===== config.mk =====
export PLATFORM = sky130hd
export DESIGN_NAME = ni_flit_injector
export DESIGN_NICKNAME = d
export VERILOG_FILES = /design/src/rtl/ni_flit_injector.sv
export SDC_FILE = /design/constraint.sdc
export NUM_CORES = 1
export LEC_CHECK = 0
export CAP_MARGIN = 20
export CORE_MARGIN = 1.5
export CORE_UTILIZATION = 49
export CTS_CLUSTER_DIAMETER = 200
export DETAILED_ROUTE_END_ITERATION = 10
export PLACE_DENSITY = 0.85
export SYNTH_ARGS = -nofsm -noshare
export SYNTH_HDL_FRONTEND = slang
export SYNTH_SLANG_ARGS = --single-unit

===== constraint.sdc =====
create_clock -name clk -period 5.95 [get_ports clk]
set_input_delay 0.8925 -clock clk [delete_from_list [all_inputs] [get_ports clk]]
set_output_delay 0.8925 -clock clk [all_outputs]
set_load 0.01 [all_outputs]

===== src/rtl/ni_flit_injector.sv =====
// Network-interface flit injector: turns core-side packet requests and data words into
// HEADER/PAYLOAD/TAIL flits under credit flow control. Optional NI_PKT_CNT_EN adds pkt_cnt.
module ni_flit_injector #(
   parameter int DATA_W    = 32,
   parameter int LEN_W     = 4,
   parameter int BUF_DEPTH = 4
) (
   input  logic              clk,
   input  logic              rst,
   input  logic [3:0]        cur_addr_rst,
   input  logic              pkt_valid,
   output logic              pkt_ready,
   input  logic [3:0]        pkt_dst,
   input  logic [LEN_W-1:0]  pkt_len,
   input  logic              data_valid,
   output logic              data_ready,
   input  logic [DATA_W-1:0] data_in,
   input  logic              credit_in,
   output logic              flit_valid,
   output logic [2:0]        flit_id,
   output logic [3:0]        dst_addr,
   output logic [DATA_W-1:0] flit_data,
   output logic              err_len,
   output logic              err_credit
`ifdef NI_PKT_CNT_EN
   ,
   output logic [15:0]       pkt_cnt
`endif
);

   localparam logic [2:0] FLIT_HEADER  = 3'b001;
   localparam logic [2:0] FLIT_PAYLOAD = 3'b010;
   localparam logic [2:0] FLIT_TAIL    = 3'b100;

   localparam logic [1:0] S_IDLE = 2'd0;
   localparam logic [1:0] S_HEAD = 2'd1;
   localparam logic [1:0] S_BODY = 2'd2;
   localparam logic [1:0] S_TAIL = 2'd3;

   localparam int CW = 4;
   localparam logic [CW-1:0] FULL_CREDITS = CW'(BUF_DEPTH);

   logic [1:0]       state;
   logic [3:0]       src_addr;
   logic [LEN_W-1:0] len_q;
   logic [LEN_W-1:0] rem;
   logic [CW-1:0]    credits;
   logic             has_credit;
   logic             pkt_acc;
   logic             data_acc;
   logic             send;

   assign has_credit = (credits != '0);
   assign pkt_ready  = (state == S_IDLE) && !rst;
   assign data_ready = ((state == S_BODY) || (state == S_TAIL)) && has_credit && !rst;
   assign pkt_acc    = pkt_valid && pkt_ready;
   assign data_acc   = data_valid && data_ready;
   assign send       = ((state == S_HEAD) && has_credit) || data_acc;

   // Only the registered credit count gates sending; credit_in takes effect next cycle.
   always_ff @(posedge clk) begin
      if (rst) begin
         state      <= S_IDLE;
         src_addr   <= cur_addr_rst;
         dst_addr   <= '0;
         len_q      <= '0;
         rem        <= '0;
         credits    <= FULL_CREDITS;
         flit_valid <= 1'b0;
         flit_id    <= '0;
         flit_data  <= '0;
         err_len    <= 1'b0;
         err_credit <= 1'b0;
`ifdef NI_PKT_CNT_EN
         pkt_cnt    <= '0;
`endif
      end else begin
         flit_valid <= send;
         err_len    <= pkt_acc && (pkt_len == '0);

         case (state)
            S_IDLE: begin
               if (pkt_acc && (pkt_len != '0)) begin
                  dst_addr <= pkt_dst;
                  len_q    <= pkt_len;
                  rem      <= pkt_len;
                  state    <= S_HEAD;
               end
            end
            S_HEAD: begin
               if (has_credit) begin
                  flit_id   <= FLIT_HEADER;
                  flit_data <= {{(DATA_W-8-LEN_W){1'b0}}, src_addr, dst_addr, len_q};
                  state     <= (len_q == LEN_W'(1)) ? S_TAIL : S_BODY;
               end
            end
            S_BODY: begin
               if (data_acc) begin
                  flit_id   <= FLIT_PAYLOAD;
                  flit_data <= data_in;
                  rem       <= rem - LEN_W'(1);
                  if (rem == LEN_W'(2))
                     state <= S_TAIL;
               end
            end
            S_TAIL: begin
               if (data_acc) begin
                  flit_id   <= FLIT_TAIL;
                  flit_data <= data_in;
                  state     <= S_IDLE;
`ifdef NI_PKT_CNT_EN
                  pkt_cnt   <= pkt_cnt + 16'd1;
`endif
               end
            end
            default: state <= S_IDLE;
         endcase

         // A credit returned while already full is a protocol error from the router.
         case ({send, credit_in})
            2'b10: credits <= credits - CW'(1);
            2'b01: begin
               if (credits == FULL_CREDITS)
                  err_credit <= 1'b1;
               else
                  credits <= credits + CW'(1);
            end
            default: credits <= credits;
         endcase
      end
   end

endmodule


==> impl_metrics.json, run 1 <==
{
  "status": "finished clean",
  "grt_overflow": 0,
  "hp-class": "reg2reg",
  "max_freq_mhz": 275,
  "skew_ps": 6.18,
  "finalSetupViolations": 0,
  "cts_root_buf": "clkbuf_8",
  "synth_top_area_share_pct": 40.5,
  "slowest_delay_ps": 650,
  "core_area_mm2": 0.00547,
  "slowest_stage": "or2_2",
  "power_leakage_nw": 1.41,
  "critPathArrivalTime_ps": 3860,
  "die_h_um": 78.2,
  "layout.nets": 454,
  "chipWidth_um": 78.2,
  "power_mw": 1.41,
  "synth_area_leaders": "dfxtp_1, a311oi_2, nand2_1",
  "portBuffers": 92,
  "critPathMaxFanout": 36,
  "endpoint_kind": "flop",
  "final-hold-violation-count": 0,
  "place_congestion": 0.862,
  "clkLatencyLatePin_ps": 330,
  "final_cell_mix": "clkdlybuf4s50_1, dfxtp_1, nand2_1",
  "period_minus_slack_ps": 3640,
  "rsz0062_at_grt": "no",
  "syn_area_per_cell_um2": 8.99,
  "final_util_pct": 70.3,
  "fin_crit_sh_pct": 61.2,
  "finalSetupTns_ps": 0,
  "cp.required_ps": 6160,
  "cts_made_buffers": 9,
  "ios": 93,
  "async_reset_ff_share_pct": 0,
  "antenna_found_initial": 0,
  "nFillCells": 426,
  "grt.total_usage_pct": 21.6,
  "synth-seq-cells": 60,
  "max_slew.worst_pin.slew_ps": 730,
  "grt_max_degree": 68,
  "viasPerCell": 5.31,
  "rows": 27,
  "holdBufCountCts": 0,
  "grt_pass1_wl_um": 10400,
  "routed_wl_um": 6510,
  "synth_top_area_cell": "dfxtp_1",
  "slew_viol_final": 0,
  "ys_seq_area_share_pct": 44.8,
  "antenna_left": 0,
  "grt_pass1_vias": 2278,
  "clk_pin_slew_ps": 60,
  "synth_fp_nets": 368,
  "crit_buf_inv": 0,
  "path_class": "reg2reg",
  "dp_hpwl_um": 4440,
  "cts_setup_buffers": 0,
  "yosys_warnings": 0,
  "syn_area_mm2": 0.00277,
  "synth_cell_type_count": 44,
  "syn_inst": 308,
  "route.detailed.drc": 0,
  "via_count": 2490,
  "startpoint_type": "flop",
  "dr.pass1.iters": 4,
  "drive_above_1_share_pct": 9.32,
  "path_cells": "ha_1 -> or2_2 -> a21oi_1 -> o21ai_0 -> ha_1 -> a21o_1 -> a21oi_1 -> mux2i_1 -> mux2_1",
  "final_common_cell": "clkdlybuf4s50_1",
  "start_util_pct": 50.6,
  "synthFlopType": "dfxtp_1",
  "syn_to_final_growth_pct": 39.0,
  "peakVddDrop_uv": 205,
  "cts_tree": "yes",
  "cts_resized": 0,
  "slew_headroom_pct": 51.3,
  "setup_ws_ps": 2310,
  "preCtsSetupSlack_ps": 2290,
  "p_per_area_mw_per_mm2": 366,
  "maxCapViolCount": 0,
  "n_antenna_cell": 0,
  "wl_per_cell_um": 13.9,
  "crit_family": "compound AO/OA/AOI/OAI gates",
  "cts_num_sinks": 60,
  "synth_edf_count": 4,
  "die-area_mm2": 0.00611,
  "cts_max_path_buffers": 2,
  "first_iter_violations": 115,
  "cts.htree.levels": 3
}
==> final cells by class <==
cell class                 instances  area (um2)  share of cell area [%]
timing repair buffer              95         938                    24.4
sequential                        60        1240                    32.2
inverter                           9        33.8                   0.878
tap                               72        90.1                    2.34
multi-input combinational        219        1390                    36.1
clock buffer                      11         141                    3.67
clock inverter                     3        15.0                   0.390
==> Yosys cell counts (2+ instances only) <==
| master | n |
|---|---|
| a21oi_1 | 33 |
| edfxtp_1 | 4 |
| dfxtp_1 | 56 |
| nor3b_1 | 2 |
| nand2b_1 | 3 |
| buf_6 | 3 |
| a311oi_2 | 12 |
| buf_1 | 2 |
| nor3_1 | 6 |
| buf_4 | 3 |
| clkbuf_1 | 9 |
| nand3_1 | 21 |
| or3_1 | 2 |
| mux2i_1 | 12 |
| nor2b_1 | 5 |
| nor2_1 | 33 |
| inv_1 | 9 |
| o32ai_1 | 2 |
| ha_1 | 10 |
| a22oi_1 | 4 |
| buf_2 | 3 |
| o21ai_0 | 6 |
| nand2_1 | 47 |
==> metrics by stage <==
step | hold WS [ps] | cell area, um2 | instances
5_1_grt | 472 | 3850 | 469
3_5_place_dp | 443 | 3690 | 455
6_report | 449 | 3850 | 469
2_1_floorplan | 458 | 2770 | 308
4_1_cts | 452 | 3850 | 469
3_3_place_gp | 437 | 3690 | 455
==> per-layer routing <==
layer / routed length (um) / part of all wire, % / global-route usage, %
met1: 2970 / 46 / 26.7
met2: 3030 / 47 / 35.2
met3: 417 / 6.4 / 6.51
met4: 81 / 1.2 / 8.75
met5: 0 / 0 / 0
==> registers in the layout, indices dropped and copies added, names as in the netlist <==
| register | cells |
|---|---|
| flit_data | 32 |
| credits | 4 |
| dst_addr | 4 |
| len_q | 4 |
| rem | 4 |
| src_addr | 4 |
| flit_id | 3 |
| state | 2 |
| err_credit | 1 |
| err_len | 1 |
| flit_valid | 1 |
==> kinds of logic after synthesis <==
kind of cell | count (synthesis) | share of synthesized area (%)
buffers and inverters | 29 | 5.29
flip-flops | 60 | 44.8
multiplexers | 13 | 4.74
adder cells (fa/ha/maj) | 11 | 5.24
AND/OR/NAND/NOR | 127 | 21.1
AO/OA/AOI/OAI | 67 | 18.5
XOR/XNOR | 1 | 0.316
==> path summary, 6_finish.rpt <==
check	from	end	slack (ps)	depth (start not counted)
worst min register to register	flit_data[25]$_SDFFE_PP0P_	flit_data[25]$_SDFFE_PP0P_	450	2
worst min-delay path	flit_data[25]$_SDFFE_PP0P_	flit_data[25]$_SDFFE_PP0P_	450	2
worst max-delay path	state[1]$_SDFFE_PP0P_	credits[3]$_SDFFE_PP0P_	2310	9
worst max register to register	state[1]$_SDFFE_PP0P_	credits[3]$_SDFFE_PP0P_	2310	9
==> worst reg2reg max path, cell delays in order (launching register included) <==
cell     delay, ps
dfxtp_1        520
ha_1           460
or2_2          650
a21oi_1        260
o21ai_0        430
ha_1           320
a21o_1         170
a21oi_1        160
mux2i_1        220
mux2_1         340
==> report_power, final <==
part	switching (mW)	internal, mW
clock	0.145	0.156
sequential	0.0577	0.476
combinational	0.312	0.265
No activity file was read; power rests on OpenSTA's default activity.
==> inputs of run 2 (changes only) <==
--- a/config.mk
+++ b/config.mk
@@ -7,10 +7,10 @@
 export LEC_CHECK = 0
 export CAP_MARGIN = 20
 export CORE_MARGIN = 1.5
-export CORE_UTILIZATION = 49
+export CORE_UTILIZATION = 46
 export CTS_CLUSTER_DIAMETER = 200
 export DETAILED_ROUTE_END_ITERATION = 10
-export PLACE_DENSITY = 0.85
+export PLACE_DENSITY = 0.81
 export SYNTH_ARGS = -nofsm -noshare
 export SYNTH_HDL_FRONTEND = slang
 export SYNTH_SLANG_ARGS = --single-unit
==> constraint.sdc (replaced) <==
create_clock -name clk -period 3.4 [get_ports clk]
set_input_delay 0.51 -clock clk [delete_from_list [all_inputs] [get_ports clk]]
set_output_delay 0.51 -clock clk [all_outputs]
set_load 0.01 [all_outputs]
==> run 2 against run 1 <==
Effect of this change: total power rose by 77%; clock-buffer cell count rose by 1; global-route usage shrank 0.25 points; register-to-register slack got worse by 2000 ps; non-clock buffer count is 1 higher; via count is essentially flat; sequential power up 75%; routed wire length rose by 4.0%.
==> impl_metrics.json, run 2 (same netlist as run 1, synthesis figures left out) <==
{
  "holdBufCountCts": 0,
  "grt_pass1_wl_um": 10500,
  "cts_made_buffers": 9,
  "ios": 93,
  "r2r_end": "credits[3]$_SDFFE_PP0P_",
  "largest_reg_flops": 32,
  "slowest_delay_ps": 410,
  "cts_tree": "yes",
  "hp-class": "reg2reg",
  "period_minus_slack_ps": 3130,
  "setup_ws_ps": 266,
  "chipWidth_um": 80.6,
  "core_area_mm2": 0.00585,
  "path_cells": "inv_1 -> ha_1 -> or2_2 -> a21oi_1 -> o21ai_0 -> ha_1 -> a21o_1 -> a21oi_1 -> mux2i_1 -> mux2_1",
  "cts_root_buf": "clkbuf_8",
  "cts_max_path_buffers": 2,
  "peakVddDrop_uv": 571,
  "final_util_pct": 66.0,
  "layout.nets": 455,
  "die-area_mm2": 0.00649,
  "routed_wl_um": 6770,
  "cts_setup_buffers": 0,
  "die_h_um": 80.6,
  "preCtsSetupSlack_ps": 315,
  "antenna_found_initial": 0,
  "clk_pin_slew_ps": 60,
  "endpoint_kind": "flop",
  "grt_pass1_vias": 2198,
  "holdPathEnd": "flit_data[26]$_SDFFE_PP0P_",
  "n_antenna_cell": 0,
  "grt_max_degree": 66,
  "portBuffers": 92,
  "route.detailed.drc": 0,
  "syn_to_final_growth_pct": 39.5,
  "finalSetupViolations": 0,
  "ff2ff_setup_slack_ps": 270,
  "antenna_left": 0,
  "hp-start": "flit_data[26]$_SDFFE_PP0P_",
  "status": "finished clean",
  "rows": 28,
  "place_congestion": 0.821,
  "final_common_cell": "clkdlybuf4s50_1",
  "grt_overflow": 0,
  "dp_cells": 459,
  "clkLatencyLatePin_ps": 340,
  "cts.htree.levels": 3,
  "fin_crit_sh_pct": 92.2,
  "r2r_cells": 10,
  "dr.pass1.iters": 4,
  "final-hold-violation-count": 0,
  "critPathArrivalTime_ps": 3370,
  "rsz0062_at_grt": "no",
  "maxCapViolCount": 0,
  "r2r-start": "state[0]$_SDFFE_PP0P_",
  "final_cell_mix": "clkdlybuf4s50_1, dfxtp_1, nand2_1",
  "startpoint_type": "flop",
  "power_leakage_nw": 1.42,
  "finalSetupTns_ps": 0,
  "slew_viol_final": 0,
  "viasPerCell": 5.25,
  "slew_headroom_pct": 51.3,
  "p_per_area_mw_per_mm2": 646,
  "drive_above_1_share_pct": 9.52,
  "start_util_pct": 47.3,
  "skew_ps": 4.41,
  "first_iter_violations": 122,
  "final_cell_count_no_fill": 474,
  "dp_hpwl_um": 4530,
  "hold_path_depth": 2,
  "cp.required_ps": 3630,
  "slowest_stage": "dfxtp_1",
  "crit_family": "compound AO/OA/AOI/OAI gates",
  "crit_buf_inv": 1,
  "cts_num_sinks": 60,
  "wl_per_cell_um": 14.3,
  "grt.total_usage_pct": 21.4,
  "max_slew.worst_pin.slew_ps": 731,
  "power_mw": 2.50,
  "regMostFlops": "flit_data",
  "max_freq_mhz": 319,
  "path_class": "reg2reg",
  "critPathMaxFanout": 12,
  "via_count": 2488,
  "cts_resized": 0
}
[run 2: final cells by class]
| type | count | area [um2] |
|---|---|---|
| clock inverters | 3 | 15.0 |
| multi-input cells | 219 | 1390 |
| well taps | 75 | 93.8 |
| inverters | 9 | 33.8 |
| clock buffers | 12 | 145 |
| fillers | 487 | 1990 |
| repair buffers | 96 | 946 |
| flip-flops and latches | 60 | 1240 |
[run 2: power breakdown]
| part | internal [mW] | switching, mW |
|---|---|---|
| clock | 0.277 | 0.271 |
| combinational | 0.469 | 0.550 |
| sequential | 0.832 | 0.0992 |
| total | 1.58 | 0.920 |
[run 2: worst max path at each step]
stage	startpoint	end	depth (start not counted)
detailed placement	state[0]$_SDFFE_PP0P_	credits[3]$_SDFFE_PP0P_	10
finish	state[0]$_SDFFE_PP0P_	credits[3]$_SDFFE_PP0P_	10
floorplan	state[0]$_SDFFE_PP0P_	credits[3]$_SDFFE_PP0P_	11
global placement	data_valid	credits[3]$_SDFFE_PP0P_	9
CTS	state[0]$_SDFFE_PP0P_	credits[3]$_SDFFE_PP0P_	10
global route	state[0]$_SDFFE_PP0P_	credits[3]$_SDFFE_PP0P_	10
[run 2: per-stage QoR]
step / cell area (um2) / hold slack [ps]
floorplan: 2770 / 458
global placement: 3700 / 437
detailed placement: 3700 / 443
CTS: 3860 / 452
global route: 3860 / 467
finish: 3860 / 449
[run 2: metal layers]
layer  wire (um)  global-route usage (%)  vias up
met2        3080                    33.1       77
met1        3090                    27.2     1156
li1            -                       -     1247
met4         110                    8.28        0
met3         486                    7.50        8
met5           0                       0        -
[run 2: tightest hold or removal path: stages, from the launching register on]
cell and delay [ps]:
dfxtp_1 310, nand2_1 50, a21oi_1 50
